`config.mk`:
```
export PLATFORM = sky130hd
export DESIGN_NAME = instr_fetch_unit
export DESIGN_NICKNAME = d
export VERILOG_FILES = /design/src/rtl/instr_fetch_unit.sv
export SDC_FILE = /design/constraint.sdc
export NUM_CORES = 1
export LEC_CHECK = 0
export CORE_ASPECT_RATIO = 1.4
export CORE_MARGIN = 2
export CORE_UTILIZATION = 40
export CTS_CLUSTER_SIZE = 25
export DETAILED_ROUTE_END_ITERATION = 6
export GPL_TIMING_DRIVEN = 0
export PLACE_DENSITY = 0.87
export SLEW_MARGIN = 20
export SYNTH_ARGS = -nofsm -noshare
export SYNTH_HDL_FRONTEND = slang
export SYNTH_SLANG_ARGS = --single-unit
```
`constraint.sdc`:
```
create_clock -name clk -period 1.8 [get_ports clk]
set_input_delay 0.45 -clock clk [delete_from_list [all_inputs] [get_ports clk]]
set_output_delay 0.45 -clock clk [all_outputs]
set_load 0.005 [all_outputs]
```
`src/rtl/instr_fetch_unit.sv`:
```
// Instruction fetch unit: owns PC and IR and runs the instruction-memory handshake for the controller.
// Optional performance counters (fetch_count, stall_count) are enabled with IFU_PERF_CNT_EN.
module instr_fetch_unit #(
  parameter int unsigned   AW       = 32,
  parameter logic [AW-1:0] RESET_PC = '0,
  parameter int unsigned   TIMEOUT  = 15
) (
  input  logic          clk,
  input  logic          reset,
  input  logic          PCWrite,
  input  logic          PCWriteCond,
  input  logic [1:0]    PCSource,
  input  logic          IRWrite,
  input  logic [AW-1:0] alu_result,
  input  logic [AW-1:0] alu_out,
  input  logic          zero,
  output logic          mem_req,
  output logic [AW-1:0] mem_addr,
  input  logic          mem_ack,
  input  logic [31:0]   mem_rdata,
  output logic [31:0]   instr_out,
  output logic [AW-1:0] pc,
`ifdef IFU_PERF_CNT_EN
  output logic [31:0]   fetch_count,
  output logic [31:0]   stall_count,
`endif
  output logic          stall,
  output logic          fetch_err
);

  typedef enum logic [1:0] {S_IDLE, S_REQ, S_DONE, S_ERR} state_e;

  localparam logic [3:0] TO_LIMIT = 4'(TIMEOUT);

  state_e        state_q;
  logic          mem_req_q;
  logic [AW-1:0] mem_addr_q;
  logic [31:0]   ir_q;
  logic [3:0]    tcnt_q;
  logic [3:0]    tcnt_inc;
  logic          err_q;
  logic [AW-1:0] pc_q;
  logic [AW-1:0] pc_d;
  logic          pc_en;
  logic          ir_load;

  assign tcnt_inc = tcnt_q + 4'd1;
  assign ir_load  = (state_q == S_REQ) && mem_ack;

  // The controller must freeze in the very cycle it raises IRWrite, hence the IDLE term.
  assign stall = (state_q == S_REQ) || (state_q == S_ERR) ||
                 ((state_q == S_IDLE) && IRWrite);

  always_ff @(posedge clk or negedge reset) begin
    if (!reset) begin
      state_q    <= S_IDLE;
      mem_req_q  <= 1'b0;
      mem_addr_q <= '0;
      ir_q       <= 32'h0;
      tcnt_q     <= 4'd0;
      err_q      <= 1'b0;
    end else begin
      case (state_q)
        S_IDLE: begin
          if (IRWrite) begin
            mem_addr_q <= pc_q;
            mem_req_q  <= 1'b1;
            tcnt_q     <= 4'd0;
            state_q    <= S_REQ;
          end
        end
        S_REQ: begin
          // An ack arriving on the would-be timeout cycle still completes the fetch.
          if (mem_ack) begin
            ir_q      <= mem_rdata;
            mem_req_q <= 1'b0;
            state_q   <= S_DONE;
          end else if (tcnt_inc == TO_LIMIT) begin
            tcnt_q    <= tcnt_inc;
            mem_req_q <= 1'b0;
            err_q     <= 1'b1;
            state_q   <= S_ERR;
          end else begin
            tcnt_q <= tcnt_inc;
          end
        end
        S_DONE:  state_q <= S_IDLE;
        S_ERR:   state_q <= S_ERR;
        default: state_q <= S_IDLE;
      endcase
    end
  end

  always_comb begin
    pc_d  = pc_q;
    pc_en = !stall && (PCWrite || (PCWriteCond && zero));
    case (PCSource)
      2'b00:   pc_d = alu_result;
      2'b01:   pc_d = alu_out;
      2'b10:   pc_d = {pc_q[AW-1:26], ir_q[25:0]};
      default: pc_d = pc_q;
    endcase
  end

  always_ff @(posedge clk or negedge reset) begin
    if (!reset) begin
      pc_q <= RESET_PC;
    end else if (pc_en) begin
      pc_q <= pc_d;
    end
  end

`ifdef IFU_PERF_CNT_EN
  logic [31:0] fetch_count_q;
  logic [31:0] stall_count_q;

  always_ff @(posedge clk or negedge reset) begin
    if (!reset) begin
      fetch_count_q <= 32'h0;
      stall_count_q <= 32'h0;
    end else begin
      if (ir_load) fetch_count_q <= fetch_count_q + 32'd1;
      if (stall)   stall_count_q <= stall_count_q + 32'd1;
    end
  end

  assign fetch_count = fetch_count_q;
  assign stall_count = stall_count_q;
`endif

  assign mem_req   = mem_req_q;
  assign mem_addr  = mem_addr_q;
  assign instr_out = ir_q;
  assign pc        = pc_q;
  assign fetch_err = err_q;

endmodule

```
==> run metrics <==
global-route wire length before repair=21.28 mm; CP Max Fanout=9; Seq/Total Area, Yosys=0.5560; nets=705; gr ovfl total=0; CP startpoint=state_q[0]$_DFFE_PN0P_; All-Layer GR Usage=0.2213; crit start category=flip-flop; largest stage delay on the critical path=380 ps; post-synth top area share=0.5560; largest net degree at the start of global routing=55; logic gate share of total power=0.460; RR Startpoint=state_q[1]$_DFFE_PN0P_; vias in the first global route=4139; PwrDens=1526 mW/mm2; synthesized area per cell=12.82 um2; drt pass-1 iters=4; TritonCTS clock tree=yes; Final Non-Filler Cells=743; Antenna Cells=0; dpl cells=713; Synth area leaders=dfrtp_1, mux2_2, a22oi_1; min Tclk post-route=1750 ps; crit path capture type=output port; Routed WL per cell=18.60 um; Slew Limit Fails=0; Placement Rows=46; critical path type=reg -> out; Post-Syn Area=0.004681 mm2; worst relative slew slack=0.6307; CTS buffer count=9; crit path DAT=1300 ps; Async S/R FF share, synth=1.000; register-to-register setup slack=60 ps; CP required=1350 ps; post-detail-place hpwl=10.14 mm; worst hold path type=in -> async; cells after synthesis=365; commonest non-fill, non-tap cell in the layout=clkdlybuf4s50_1; Via density=5.155; clk_skew=8.881 ps; H-tree depth=3; clk sinks=104; IO Count=204; Peak Freq=0.5713 GHz; Max-Cap Viols=0; Fin. Hold Viols=0; VDD IR max=0.0008279 V; Final period util=0.9725; r2r endpoint=pc[15]$_DFFE_PN0P_; GPL Wtd Cong=0.7661; DRC violations left=0; Cell Chain, Critical Path=buf_6 -> or2_2 -> buf_2; Core Footprint=0.01140 mm2; post-synth top area cell=dfrtp_1; cell count along the critical path=3; outcome=complete, no violations; CP max stage cell=dfrtp_1; reg2reg path depth=7; CP endpoint=stall; sequential share of power=0.378; Synth Register Bits=104; CTS clk-pin slew, worst paths=70 ps; final wirelength=13.82 mm; die area=0.01260 mm2; internal power=8.086 mW; delay-heaviest family, CP=flip-flops; Layout Utilization=0.6568; Buffers on Ports=203; initial antenna violation count=0; EDFF count, synth=0; die width=95.43 um; syn nets=476; Synth Flop Type=dfrtp_1; Leak Pwr=3.128 nW; yosys warns=0; Psw=3.333 mW; proportion of layout cells with a drive suffix above 1=0.2771; Final ANT Viol Nets=0; clk_lat worst skew=340 ps; clk buf depth=2; clock share of power=0.162; area grow syn2layout=59.90%; Slew @ Worst Pin=553.9 ps; synth unique cells=35; switch share=0.2919; Initial Util=0.4107; via total after detailed routing=3830; Root Driver=clkbuf_16; Final Setup Violations=0; Bufs and invs on worst path=2; CTS Hold Buffers Added=0; commonest non-fill, non-tap cells in the layout=clkdlybuf4s50_1, dfrtp_1, mux2_2, nor2_1, a21oi_1; die height=132.0 um; initial DRC count=112
power by group through the flow:
stage	Clock, mW	Combinational [mW]	Sequential (mW)
finish	1.85	5.25	4.32
global route	1.99	5.63	4.47
CTS	1.90	5.27	4.32
detailed placement	0	5.01	4.34
global placement	0	4.86	4.23
floorplan	0	1.94	4.29
layer usage:
layer / vias to the layer above / GRT usage / wire length (um)
li1: 1761 / - / -
met1: 1882 / 0.2395 / 4963
met2: 166 / 0.4159 / 7723
met3: 21 / 0.04059 / 844
met4: 0 / 0.08095 / 293
met5: - / 0 / 0
worst reg2reg max path: stages (launching register included):
cell,delay [ps]
dfrtp_2,440
nor2b_4,60
buf_6,120
nor4_4,260
buf_4,180
buf_4,110
buf_8,110
mux2_2,330
worst min path at each step:
| stage | endpoint | slack [ps] | cells after the start |
|---|---|---|---|
| floorplan | fetch_err$_DFFE_PN0P_ | 150 | 0 |
| finish | instr_out[31]$_DFFE_PN0P_ | 40 | 1 |
| global placement | fetch_err$_DFFE_PN0P_ | 470 | 2 |
| detailed placement | instr_out[31]$_DFFE_PN0P_ | 430 | 1 |
| global route | instr_out[26]$_DFFE_PN0P_ | 80 | 1 |
| CTS | instr_out[31]$_DFFE_PN0P_ | 60 | 1 |
synthesized netlist by cell type, drive strengths merged, types with 6 or more instances:
cell,instances
clkbuf,12
a22oi,26
mux2,98
a21oi,28
nand3,7
buf,11
ha,6
o21ai,9
dfrtp,104
nor2,30
inv,10
cell families (layout without fill, tap and decap cells):
group / count (synthesis) / in the layout / share of synthesized area
AO/OA/AOI/OAI: 70 / 70 / 0.09356
XOR/XNOR: 1 / 1 / 0.001871
adder cells (fa/ha/maj): 6 / 6 / 0.01604
buffers and inverters: 33 / 267 / 0.03368
flip-flops: 104 / 104 / 0.5560
multiplexers: 99 / 99 / 0.2379
AND/OR/NAND/NOR: 52 / 52 / 0.06095
metrics by stage:
| step | worst slack (ps) | hold slack [ps] | power, mW | instance area [um2] | setup TNS (ps) |
|---|---|---|---|---|---|
| global route | -2.921 | 79.04 | 12.09 | 7485 | -2.921 |
| CTS | 1.098 | 57.38 | 11.48 | 7448 | 0 |
| global placement | -3525 | 471.8 | 9.091 | 6894 | -420230 |
| finish | 49.57 | 44.91 | 11.42 | 7485 | 0 |
| floorplan | 13.36 | 154.4 | 6.225 | 4682 | 0 |
| detailed placement | -1042 | 426.4 | 9.347 | 6923 | -57760 |
what timing repair did:
item,in CTS,in global routing
pin swaps,3,0
setup endpoints to repair,90,45
gates cloned,2,0
buffers inserted,13,2
gates resized for setup,44,5
flip-flops by register name, summed over array words and instances (netlist names):
register,count
state_q,2
instr_out,32
mem_req,1
pc,32
fetch_err,1
tcnt_q,4
mem_addr,32
area by class of cell:
class	instances	area (um2)
inverter	10	37.54
sequential	104	2604
fill	864	3911
tap	144	180.2
multi-input combinational	228	1982
clock buffer	12	256.5
timing repair buffer	221	2247
buffer	20	148.9
clock inverter	4	28.78
(Power assumes the default switching activity.)
